===== config.mk =====
export PLATFORM = sky130hd
export DESIGN_NAME = afterburner2_ddr_interp
export DESIGN_NICKNAME = d
export VERILOG_FILES = /design/src/rtl/afterburner2_ddr_interp.sv
export SDC_FILE = /design/constraint.sdc
export NUM_CORES = 1
export LEC_CHECK = 0
export BUFFER_PORTS_ARGS = -buffer_cell sky130_fd_sc_hd__buf_2
export CAP_MARGIN = 20
export CORE_MARGIN = 2
export CORE_UTILIZATION = 61
export CTS_CLUSTER_DIAMETER = 80
export DETAILED_ROUTE_END_ITERATION = 8
export PLACE_DENSITY = 0.8
export SETUP_SLACK_MARGIN = 0.5
export SYNTH_ARGS = -nofsm -noshare
export SYNTH_HDL_FRONTEND = slang
export SYNTH_SLANG_ARGS = --single-unit

===== constraint.sdc =====
create_clock -name clk -period 7 [get_ports clk]
set_input_delay 0 -clock clk [delete_from_list [all_inputs] [get_ports clk]]
set_output_delay 0 -clock clk [all_outputs]
set_load 0.05 [all_outputs]

===== src/rtl/afterburner2_ddr_interp.sv =====
// afterburner2_ddr_interp
// 2x half-band interpolator for a DDR DAC. Each clock it accepts one signed
// 17-bit sample. It produces two registered offset-binary words at gain 1/2:
// outd0 is the on-grid sample and outd1 is the mid-point sample.
module afterburner2_ddr_interp (
  input  logic        clk,
  input  logic        rst,
  input  logic [16:0] ind,
  output logic [15:0] outd0,
  output logic [15:0] outd1
);

  localparam int W = 24;  // comfortably above the 22 bits the worst-case sum needs

  // tap[0] holds the most recent sample; tap[4] holds the oldest one.
  logic signed [16:0] tap [0:4];

  logic signed [W-1:0] e1, e2, e3, e4;
  logic signed [W-1:0] acc0, acc1;
  logic signed [W-1:0] y0, y1;

  // Clip a rounded result to 16-bit signed, then flip the MSB to offset binary.
  function automatic logic [15:0] sat_ob(input logic signed [W-1:0] v);
    logic [15:0] s;
    if (v > 24'sd32767)
      s = 16'h7FFF;
    else if (v < -24'sd32768)
      s = 16'h8000;
    else
      s = v[15:0];
    return s ^ 16'h8000;
  endfunction

  // Sign-extend the taps, apply the filter, and round half-up before the shift.
  always_comb begin
    e1   = W'(tap[1]);
    e2   = W'(tap[2]);
    e3   = W'(tap[3]);
    e4   = W'(tap[4]);
    acc0 = e3 + 24'sd1;
    acc1 = -e4 + 24'sd9 * e3 + 24'sd9 * e2 - e1 + 24'sd16;
    y0   = acc0 >>> 1;
    y1   = acc1 >>> 5;
  end

  // Sample delay line plus the output registers. Reset clears the history to zero.
  // NOTE: every register here is updated with <=, so each stage reads the value the previous stage held before this edge.
  always_ff @(posedge clk) begin
    if (rst) begin
      for (int i = 0; i < 5; i++) tap[i] <= '0;
      outd0 <= 16'h8000;
      outd1 <= 16'h8000;
    end else begin
      tap[0] <= $signed(ind);
      for (int i = 1; i < 5; i++) tap[i] <= tap[i-1];
      outd0 <= sat_ob(y0);
      outd1 <= sat_ob(y1);
    end
  end

endmodule


# Word level (Yosys, flattened, before mapping)

Memory sizes are Yosys's and may differ from the RTL's.
Cells that the tools add are included.

Register bits: 32
Memory bits (writable): 85
Bits of input ports: 19
Output and inout bits: 32
Word-level logic and storage cells: 36
Memories kept: 1

Memories:

| name | depth | bits a word | read ports | clocked after Yosys merged registers in | wr ports | line | RTL |
|---|---|---|---|---|---|---|---|
| tap  | 5     | 17          | 5          | 0                                       | 5        | 16   | `logic signed [16:0] tap [0:4];` |

Add/subtract/negate cells: 6
Multiply operators: 2
Magnitude comparators: 4
Mux-type cells: 14
Bitwise gates (word level): 7

Operator list:

| cell                    | number |
|---|---|
| $mux W16                | 6 |
| $mux W17                | 5 |
| $add A24 B22 Y24        | 2 |
| $mul A5 B17 Y22 const A | 2 |
| $add A24 B6 Y24 const B | 1 |
| $neg A17 Y24            | 1 |
| $sub A24 B17 Y24        | 1 |
| $gt A19 B16 Y1 const B  | 1 |
| $lt A19 B16 Y1 const B  | 1 |
| $add A17 B2 Y18 const B | 1 |
| $gt A17 B16 Y1 const B  | 1 |
| $lt A17 B16 Y1 const B  | 1 |
| $or A1 B1 Y1            | 5 |
| $mux W1                 | 3 |
| $not A1 Y1              | 2 |

# Depth between registers and ports, before layout

Depth after elaboration: 10
Gate-level depth with buffers: 20
Mapped depth without buffers: 19

# Least setup slack after synthesis

No wires, ideal clock.

Path kind: register -> register
Start: mem tap[1][14], in the netlist tap[0][31]
End: reg outd1[0]
Setup time: 87 ps
Arrival time: 5101 ps
Required time: 6913 ps
Slack: 1812 ps
Stages on the path, launching flop included: 20
Buffers on the path: 2
Clock period less this slack: 5188 ps
Cell sequence: dfxtp_1 -> inv_1 -> ha_1 -> fa_1 -> inv_1 -> fa_1 -> fa_1 -> fa_1 -> inv_1 -> ha_1 -> clkbuf_1 -> a21oi_1 -> o21ai_0 -> a221o_1 -> a31o_2 -> a311oi_2 -> xnor2_1 -> a31oi_2 -> buf_4 -> o31ai_1

RTL lines:

| element                | line | RTL |
|---|---|---|
| start: declaration     | 16   |  |
| end signal: assignment | 57   | `outd1 <= sat_ob(y1);` |
| end: declaration       | 10   | `output logic [15:0] outd1` |

==> metrics.txt <==
status finished, final reports clean; Longest Clk Path Bufs 2; PwrDens 294 mW/mm2; DR DRC count 0; die span in y roughly 110 um; postcts setup bufs 0; Rows 40; CP Launch Type flip-flop; Mapped Area about 0.0074 mm2; Worst Path Buf+Inv 3; first-pass GRT wire length around 25 mm; critical path fanouts, max 13; Peak supply drop 0.263 mV; Yosys top cell by area dfxtp_1; Total Routing Usage GR 0.256; DR pass1 iterations 5; setup TNS 0 ps; clock skew roughly 8.6 ps; fin. max-slew vios 0; worst hold path class input pin to flip-flop; Synth top area share 0.315; H-tree depth 4; antenna violations before repair 0; FFs w/ async S/R, synth 0; number of nets in the layout 1007; endpoints failing setup 0; clock root cell clkbuf_16; P_leak 4.15 nW; Synth Net Count 930; crit end category flip-flop; CORE AREA approximately 0.012 mm2; RSZ-0062 raised after global routing false; Post-synth EDFFs 0; critical path's most frequent cell fa_1; synth top area cells dfxtp_1 (32%), fa_1 (19%), ha_1 (16%), inv_1 (8.0%), nor2b_1 (5.5%); Slowest cell on crit path a31oi_2; DR vias about 5.1k; Fin. Hold Viols 0; PortBufs 50; minimum clock period approximately 5700 ps; Worst slew margin 0.471; cell depth of the worst setup path 17; critical path class flip-flop to flip-flop; Final ANT Viol Nets 0; routed wire length about 16 mm; max-cap violation count 0; layout cell share with drive strength beyond 1 0.112; RR Startpoint tap[0][33]; die area ~0.013 mm2; Cells after Synth 742; WL per Instance roughly 16 um; Worst Max-Slew Pin Slew between 700 and 800 ps; ANT cells 0; I/O pin total 51; Final GP Congestion around 0.87; Synth cell types 47; Top FF cell, synth dfxtp_1; Worst path max stage delay between 500 and 600 ps; Req. time, crit path roughly 7300 ps; CP arrival about 6000 ps; CTS clk-pin slew, worst paths 60 ps; hold path start ind[3]; Highest Clock Rate 174 MHz; Sink Count between 100 and 150; gr ovfl total 0; area grow syn2layout 16.1%; critical path launch point tap[0][33]; largest net degree at the start of global routing 83; Clock Latency Late Sink 430 ps; Synth Register Bits ~120; final core utilization 0.722; Via-to-Cell Ratio 5.21; Initial Util 0.622; vias in the first global route ~5.3k; critical path, cell by cell inv_1 > ha_1 > fa_1 > inv_1 > fa_1 > fa_1 > fa_1 > inv_1 > ha_1 > a21oi_1 > nand2_1 > a221o_1 > a31o_2 > a311oi_2 > xnor2_1 > a31oi_2 > o31ai_1; Synth Warn # 0; DR iter-0 viols ~340; cell family with most CP delay adder cells; CTS tree yes; worst hold path cell count 3; final HPWL from detailed placement between 10 and 15 mm; CTS Buf Count 17; Final Cycle Share 0.821; Seq/Total Area, Yosys 0.315; worst r2r path cells 17; Die X ~110 um; Avg Cell Area, Syn between 10 and 15 um2
final timing paths:
kind,end,slack [ps]
max reg2reg,outd1[5],1260
max,outd1[5],1260
min,tap[0][3],310
min reg2reg,tap[0][33],430
tightest hold or removal path, stage by stage:
cell,delay (ps)
dlygate4sd3_1,510
buf_2,90
nor2b_1,100
state kept, by name, summed over array words and instances, names as in the netlist:
name   cells
outd0     16
outd1     16
tap       85
cell type report:
cell class	instances	area [um2]
Clock inverter	15	146
Inverter	159	597
Tap cell	147	184
Multi-Input combinational cell	446	4410
Timing Repair Buffer	78	528
Sequential cell	117	2340
Clock buffer	17	425
Fill cell	814	3330
cells by family (layout without fill, tap and decap cells):
group | count (synthesis) | count (layout) | synth area share
adder cells (fa/ha/maj) | 169 | 169 | 0.356
XOR/XNOR | 33 | 33 | 0.0389
AO/OA/AOI/OAI | 95 | 95 | 0.0914
buffers and inverters | 179 | 269 | 0.0919
flip-flops | 117 | 117 | 0.315
AND/OR/NAND/NOR | 149 | 149 | 0.107
Yosys cell counts (all sizes together), types with 2 or more instances:
cell and number:
ha 98, a21oi 35, nand3 10, and3 5
clkbuf 15, buf 5, a21o 9, inv 159
o41ai 2, nor2 31, nor2b 65, o31ai 12
o211ai 2, o21ai 11, a31oi 4, a41oi 3
a221o 2, nand2 23, dfxtp 117, a211oi 2
nor3 2, nand4 5, fa 71, o21a 3
and2 3, xnor2 21, xor2 12
cell usage in the layout, fill, tap and decap left out, drive strengths merged, types with 2 or more instances in the layout:
master,count
o21ai,11
dfxtp,117
clkinv,4
nand4,5
and2,3
a31oi,4
dlygate4sd3,26
a21o,9
o41ai,2
nor2,31
a21oi,35
xor2,12
ha,98
nor2b,65
and3,5
o21a,3
a211oi,2
nand3,10
fa,71
o211ai,2
buf,52
inv,165
a41oi,3
nor3,2
nand2,23
a221o,2
xnor2,21
clkbuf,17
o31ai,12
clkinvlp,4
where the power goes:
group          leakage, nW  internal [mW]  switching (mW)
sequential           0.958          0.728          0.0188
combinational         2.93          0.339           0.616
clock                0.269          0.495           0.338
total                 4.15           1.56           0.972
stage by stage:
step	power (mW)	setup WS (ps)	std cells	area (um2)	hold slack (ps)
final	2.53	1260	979	8630	309
after global routing	2.68	995	979	8630	312
after CTS	2.54	1290	979	8630	297
after detailed placement	1.69	1390	921	7800	213
after global placement	1.67	1530	921	7800	209
after floorplan	1.51	1810	742	7430	128
layer usage:
metal,GRT usage,vias up,routed length [um]
met4,0.103,0,383
li1,-,2508,-
met2,0.416,133,7430
met5,0,-,0
met3,0.0651,36,694
met1,0.327,2422,7050
what timing repair did:
| item | CTS | global route |
|---|---|---|
| hold buffers | 26 | 0 |
| hold endpoints to repair | 37 | 0 |
| setup endpoints to repair | 0 | 0 |
| resized for setup | 0 | 0 |
Note: power is estimated with default switching activity, not from simulation.
